$ cat src/rtl/alu_pkg.sv
// Shared opcode map, flag bit positions and datapath width for the ALU dispatch slice.
package alu_pkg;

    localparam int DATA_W = 16;

    localparam logic [7:0] OP_NOP  = 8'h00;
    localparam logic [7:0] OP_ADD  = 8'h01;
    localparam logic [7:0] OP_SUB  = 8'h02;
    localparam logic [7:0] OP_AND  = 8'h03;
    localparam logic [7:0] OP_OR   = 8'h04;
    localparam logic [7:0] OP_XOR  = 8'h05;
    localparam logic [7:0] OP_NOT  = 8'h06;
    localparam logic [7:0] OP_SHL  = 8'h07;
    localparam logic [7:0] OP_SHR  = 8'h08;
    localparam logic [7:0] OP_SRA  = 8'h09;
    localparam logic [7:0] OP_ROL  = 8'h0A;
    localparam logic [7:0] OP_ROR  = 8'h0B;
    localparam logic [7:0] OP_MUL  = 8'h0C;
    localparam logic [7:0] OP_MIN  = 8'h0D;
    localparam logic [7:0] OP_MAX  = 8'h0E;
    localparam logic [7:0] OP_INC  = 8'h0F;
    localparam logic [7:0] OP_DEC  = 8'h10;
    localparam logic [7:0] OP_NEG1 = 8'h11;
    localparam logic [7:0] OP_HALT = 8'hFF;

    localparam int FLAG_C = 0;
    localparam int FLAG_N = 1;
    localparam int FLAG_Z = 2;
    localparam int FLAG_V = 3;

    function automatic logic is_alu_op(input logic [7:0] op);
        return (op >= OP_ADD) && (op <= OP_NEG1);
    endfunction

    function automatic logic is_illegal_op(input logic [7:0] op);
        return (op > OP_NEG1) && (op != OP_HALT);
    endfunction

endpackage

$ cat src/rtl/alu_dispatch_regfile.sv
// General-purpose register file: two combinational read ports, one synchronous write port, R0 reads zero.
module regfile #(
    parameter int DATA_W = 16,
    parameter int NREGS  = 8,
    parameter int IDX_W  = $clog2(NREGS)
) (
    input  logic              clk,
    input  logic              rst,
    input  logic              we,
    input  logic [IDX_W-1:0]  waddr,
    input  logic [DATA_W-1:0] wdata,
    input  logic [IDX_W-1:0]  raddr_a,
    output logic [DATA_W-1:0] rdata_a,
    input  logic [IDX_W-1:0]  raddr_b,
    output logic [DATA_W-1:0] rdata_b
);

    logic [DATA_W-1:0] regs [NREGS];

    // Writes to R0 are dropped so the zero register never holds data.
    always_ff @(posedge clk) begin
        if (rst) begin
            for (int i = 0; i < NREGS; i++) begin
                regs[i] <= '0;
            end
        end else if (we && (waddr != '0)) begin
            regs[waddr] <= wdata;
        end
    end

    assign rdata_a = (raddr_a == '0) ? '0 : regs[raddr_a];
    assign rdata_b = (raddr_b == '0) ? '0 : regs[raddr_b];

endmodule

$ cat src/rtl/alu_dispatch.sv
// Two-stage instruction dispatch to an external ALU: operand fetch with forwarding into EX, then commit
// to the register file and architectural flags. A RUN/HALT state gates instruction acceptance.
module alu_dispatch #(
    parameter int DATA_W = alu_pkg::DATA_W,
    parameter int NREGS  = 8
) (
    input  logic                     clk,
    input  logic                     rst,
    input  logic                     instr_valid,
    output logic                     instr_ready,
    input  logic [7:0]               instr_op,
    input  logic [2:0]               instr_rd,
    input  logic [2:0]               instr_rs1,
    input  logic [2:0]               instr_rs2,
    input  logic                     instr_imm_en,
    input  logic [DATA_W-1:0]        instr_imm,
    input  logic                     resume,
    output logic [7:0]               alu_opcode,
    output logic signed [DATA_W-1:0] alu_a,
    output logic signed [DATA_W-1:0] alu_b,
    input  logic signed [DATA_W-1:0] alu_result,
    input  logic [15:0]              alu_flags,
    output logic                     wb_valid,
    output logic [2:0]               wb_rd,
    output logic [DATA_W-1:0]        wb_data,
    output logic [3:0]               flags_q,
    output logic                     err
);

    import alu_pkg::*;

    localparam logic ST_RUN  = 1'b0;
    localparam logic ST_HALT = 1'b1;

    // Handshake: an instruction transfers on a rising edge where instr_valid and instr_ready are both high;
    // instr_ready depends only on the RUN/HALT state and rst, never on instr_valid.
    logic              state;
    logic              accept;
    logic              is_halt;
    logic [2:0]        ex_rd;
    logic              ex_writes;
    logic              ex_illegal;
    logic              fwd_a;
    logic              fwd_b;
    logic [DATA_W-1:0] rdata_a;
    logic [DATA_W-1:0] rdata_b;
    logic [DATA_W-1:0] op_a;
    logic [DATA_W-1:0] op_b;
    logic              flags_hi_unused;

    assign instr_ready = (state == ST_RUN) && !rst;
    assign accept      = instr_valid && instr_ready;
    assign is_halt     = (instr_op == OP_HALT);

    // HALT never enters EX, so alu_opcode alone tells what EX holds.
    assign ex_writes  = is_alu_op(alu_opcode);
    assign ex_illegal = is_illegal_op(alu_opcode);

    assign fwd_a = ex_writes && (ex_rd == instr_rs1) && (instr_rs1 != 3'd0);
    assign fwd_b = ex_writes && (ex_rd == instr_rs2) && (instr_rs2 != 3'd0);
    assign op_a  = fwd_a ? alu_result : rdata_a;
    assign op_b  = instr_imm_en ? instr_imm : (fwd_b ? alu_result : rdata_b);

    assign flags_hi_unused = ^alu_flags[15:4];

    regfile #(
        .DATA_W(DATA_W),
        .NREGS (NREGS),
        .IDX_W (3)
    ) u_regfile (
        .clk    (clk),
        .rst    (rst),
        .we     (ex_writes && !rst),
        .waddr  (ex_rd),
        .wdata  (alu_result),
        .raddr_a(instr_rs1),
        .rdata_a(rdata_a),
        .raddr_b(instr_rs2),
        .rdata_b(rdata_b)
    );

    always_ff @(posedge clk) begin
        if (rst) begin
            state      <= ST_RUN;
            alu_opcode <= OP_NOP;
            alu_a      <= '0;
            alu_b      <= '0;
            ex_rd      <= 3'd0;
            wb_valid   <= 1'b0;
            wb_rd      <= 3'd0;
            wb_data    <= '0;
            flags_q    <= 4'd0;
            err        <= 1'b0;
        end else begin
            if ((state == ST_RUN) && accept && is_halt) begin
                state <= ST_HALT;
            end else if ((state == ST_HALT) && resume) begin
                state <= ST_RUN;
            end

            // Operands hold their last values when EX empties.
            if (accept && !is_halt) begin
                alu_opcode <= instr_op;
                ex_rd      <= instr_rd;
                alu_a      <= op_a;
                alu_b      <= op_b;
            end else begin
                alu_opcode <= OP_NOP;
            end

            wb_valid <= ex_writes;
            if (ex_writes) begin
                wb_rd           <= ex_rd;
                wb_data         <= alu_result;
                flags_q[FLAG_Z] <= alu_flags[FLAG_Z];
                flags_q[FLAG_V] <= alu_flags[FLAG_V];
                if ((alu_opcode == OP_ADD) || (alu_opcode == OP_SUB)) begin
                    flags_q[FLAG_C] <= alu_flags[FLAG_C];
                    flags_q[FLAG_N] <= alu_flags[FLAG_N];
                end
            end

            if (ex_illegal) begin
                err <= 1'b1;
            end
        end
    end

endmodule

$ cat config.mk
export PLATFORM = sky130hd
export DESIGN_NAME = alu_dispatch
export DESIGN_NICKNAME = d
export VERILOG_FILES = /design/src/rtl/alu_pkg.sv /design/src/rtl/alu_dispatch_regfile.sv /design/src/rtl/alu_dispatch.sv
export SDC_FILE = /design/constraint.sdc
export NUM_CORES = 1
export LEC_CHECK = 0
export BUFFER_PORTS_ARGS = -buffer_cell sky130_fd_sc_hd__buf_2
export CAP_MARGIN = 10
export CELL_PAD_IN_SITES_DETAIL_PLACEMENT = 0
export CELL_PAD_IN_SITES_GLOBAL_PLACEMENT = 1
export CORE_ASPECT_RATIO = 1.5
export CORE_MARGIN = 2
export CORE_UTILIZATION = 32
export CTS_CLUSTER_DIAMETER = 80
export DETAILED_ROUTE_END_ITERATION = 10
export PLACE_DENSITY_LB_ADDON = 0.15
export SLEW_MARGIN = 25
export SYNTH_ARGS = -nofsm -noshare
export SYNTH_HDL_FRONTEND = slang
export SYNTH_SLANG_ARGS = --single-unit
$ cat constraint.sdc
create_clock -name clk -period 2.5 [get_ports clk]
set_input_delay 0.5 -clock clk [delete_from_list [all_inputs] [get_ports clk]]
set_output_delay 0.5 -clock clk [all_outputs]
set_load 0.005 [all_outputs]
==> impl_results.md <==
* CP Data Arrival Time at 2.42 ns
* WHS Endpoint: alu_opcode[5]
* Layout cell share with drive strength beyond 1 at approximately 28%
* Post-route minimum period at 2.35 ns
* Fillers at 2760
* Initial antenna violation count at 0
* CTS Buf Count at 17
* CTS Hold Bufs at 0
* Fraction of the mapped netlist area in adder cells at 0%
* Worst rel slew slack at 53.5%
* # setup viols final at 0
* Post-synthesis mux area share at 10.7%
* Synth cell types at 53
* Worst Setup SP: alu_opcode[3]
* Max Fclk at 426 MHz
* Hpwl dp at 22600 µm
* Number of H-tree levels at 4
* Post-synthesis xor/xnor area fraction at less than 1%
* Leakage at 4.21 nW
* Area contributors post-synth: edfxtp_1, dfxtp_1, and2_1, mux2i_1, mux2_2
* Die area at 0.0300 mm²
* Status: finished clean
* Mapped Cells at 800
* Critical Path Slowest Stage Cell: or2_2
* Post-synth top cells: and2_1, edfxtp_1, dfxtp_1, clkbuf_1, nand2_1
* Routed wire length at 30700 µm
* Post-Synth Simple-Gate Area at a little under a fifth
* Synth top area share at 36.7%
* Nets@finish at between 900 and 1000
* Syn_area_per_cell at about 11 µm²
* Via Count at 6930
* Reg2Reg Depth at 6
* Vias in the first global route at about 7200
* Critical path type: flip-flop to flip-flop
* CTS Sinks at 181
* CTS Root Cell: clkbuf_16
* Hold Path Class: input port to flip-flop
* Hold Path Origin: instr_op[5]
* Final Slew Violations at 0
* Critical path startpoint category: flip-flop
* Post-Syn Area at roughly 0.009 mm²
* Die height at 211 µm
* Starting DRT DRC Count at 467
* Post-CTS sizing at 0
* Sequential fraction of the synthesis area at slightly above 50%
* Top-count cell post-synth: and2_1
* Skew final at between 0.009 and 0.01 ns
* Diodes inserted at 0
* Ys flop type: edfxtp_1
* Gr ovfl total at 0
* Crit path capture type: flip-flop
* Global Route Usage Sum at between 20% and 30%
* Post-CTS Setup Inserts at 0
* CP required at 2.58 ns
* P&R area growth vs syn at 18.8%
* Final Hold Vio Count at 0
* First-pass GRT wire length at 44800 µm
* Io pins at 136
* RD Place Congestion at 0.846
* Hold Path Depth at 2
* Overall power at 7.07 mW
* Number of synthesized flops with an enable pin at 112
* Number of port buffers at 123
* Peak VDD IR at 0.454 mV
* Period utilisation layout at 93.9%
* CP Cell Sequence: or3_1 > nor4_2 > buf_4 > o21ai_4 > nor4b_2 > or2_2
* Core ar. at 0.0281 mm²
* Yosys reg bits at 181
* Synthesized net count at 870
* Vias per inst at 5.48
* CP peak stage delay at 0.48 ns
* Num rows at 75
* Max Cap Viol at 0
* Cell taking the most area after synthesis: edfxtp_1
* Ys async rst share at 0%
* Chip Width at 142 µm
* # DRC at 0
* First-pass DRT Iterations at 5
* Synth Warn # at 0
* Compound-Gate Fraction of Synth Area at 14.6%
* Largest net degree at the start of global routing at 44
* Mean routed wirelength per cell at between 20 and 25 µm
* Reg2reg start: alu_opcode[3]
* Reg2Reg Capture Point: u_regfile.regs[6][10]
* Antenna Nets Post-Route at 0
* Unrepaired setup endpoints after global routing: no
* Starting Density at about a third
* Power per cell area at 650 mW/mm²
* Worst-Margin Slew at just under 0.7 ns
* FF-to-FF setup slack at 0.15 ns
* Clock slew at reported path FFs at ~0.07 ns
* Max clock buf depth at 2
* Crit path max fanout at 16
* TNS Setup at 0 ns
* Skew-Pair Late Insertion Delay at 0.44 ns
* TritonCTS clock tree: built
* Largest family of logic cells by synthesized area: simple AND/OR/NAND/NOR gates
-- metal layers --
layer / share of wire [%] / track usage, % / vias to the layer above
li1: - / - / 3257
met1: 37 / 22.3 / 3450
met2: 55 / 38.9 / 163
met3: 2.7 / 2.77 / 60
met4: 4.9 / 11.1 / 0
met5: 0 / 0 / -
-- layout by cell type (no fill, tap or decap), types with 8 or more instances in the layout --
master,count
mux2_2,30
buf_2,123
mux4_2,10
buf_4,35
o311ai_2,10
nor2b_1,8
clkbuf_16,17
o221ai_1,11
nor2_1,10
a22oi_1,12
nand3_1,22
nand4_1,18
and2_1,122
nor4b_1,11
a221oi_1,30
a221o_1,14
a21oi_1,33
o21bai_1,10
dfxtp_1,69
nor3_1,12
mux2i_1,42
or3_1,8
nand2_1,53
edfxtp_1,112
-- worst max path at each step --
stage,endpoint
3_3_place_gp,u_regfile.regs[6][12]
3_5_place_dp,u_regfile.regs[6][11]
6_report,u_regfile.regs[6][10]
5_1_grt,u_regfile.regs[6][10]
4_1_cts,u_regfile.regs[6][8]
2_1_floorplan,u_regfile.regs[7][0]
-- state kept, by name, summed over array words and instances, names as in the netlist --
| name | cells |
|---|---|
| alu_b | 16 |
| u_regfile.regs | 112 |
| wb_valid | 1 |
| wb_rd | 3 |
| alu_a | 16 |
| flags_q | 4 |
| err | 1 |
| wb_data | 16 |
| alu_opcode | 8 |
| ex_rd | 3 |
| state | 1 |
-- area by class of cell --
type | instances | area (µm²) | share of cell area (%)
Multi-Input combinational cell | 539 | 4120 | 37.9
Timing Repair Buffer | 164 | 998 | 9.19
Sequential cell | 181 | 4740 | 43.6
Inverter | 3 | 11.3 | 0.104
Clock buffer | 17 | 425 | 3.91
Tap cell | 346 | 433 | 3.98
Clock inverter | 15 | 140 | 1.29
-- worst max-delay path, delay by kind of cell (launching register included) --
kind	cells	cell delay, ns
buffers and inverters	1	0.18
flip-flops	1	0.33
AND/OR/NAND/NOR	4	1.35
AO/OA/AOI/OAI	1	0.11
-- report_power, final --
part           leakage, nW  internal [mW]  switching [mW]
clock network        0.264           1.46            1.20
registers             1.73           3.32          0.0985
logic                 2.22          0.383           0.611
total                 4.21           5.16            1.91
-- through the flow --
stage | hold WS (ns) | worst slack [ns] | util [%] | cells | instance area [µm²]
6_report | 0.267 | 0.151 | 38.7 | 1265 | 10900
5_1_grt | 0.261 | 0.00782 | 38.7 | 1265 | 10900
4_1_cts | 0.251 | 0.142 | 38.7 | 1265 | 10900
3_5_place_dp | 0.443 | 0.155 | 36.7 | 1233 | 10300
3_3_place_gp | 0.442 | 0.176 | 36.7 | 1233 | 10300
2_1_floorplan | 0.453 | 0.216 | - | 800 | 9150
-- logic make-up after synthesis --
| group | Yosys count |
|---|---|
| muxes | 82 |
| and+or+nand+nor | 288 |
| xor gates and xnor gates | 5 |
| AOI/OAI and AO/OA | 164 |
| buffers and inverters | 80 |
| DFF | 181 |
Note: power is estimated with default switching activity, not from simulation.
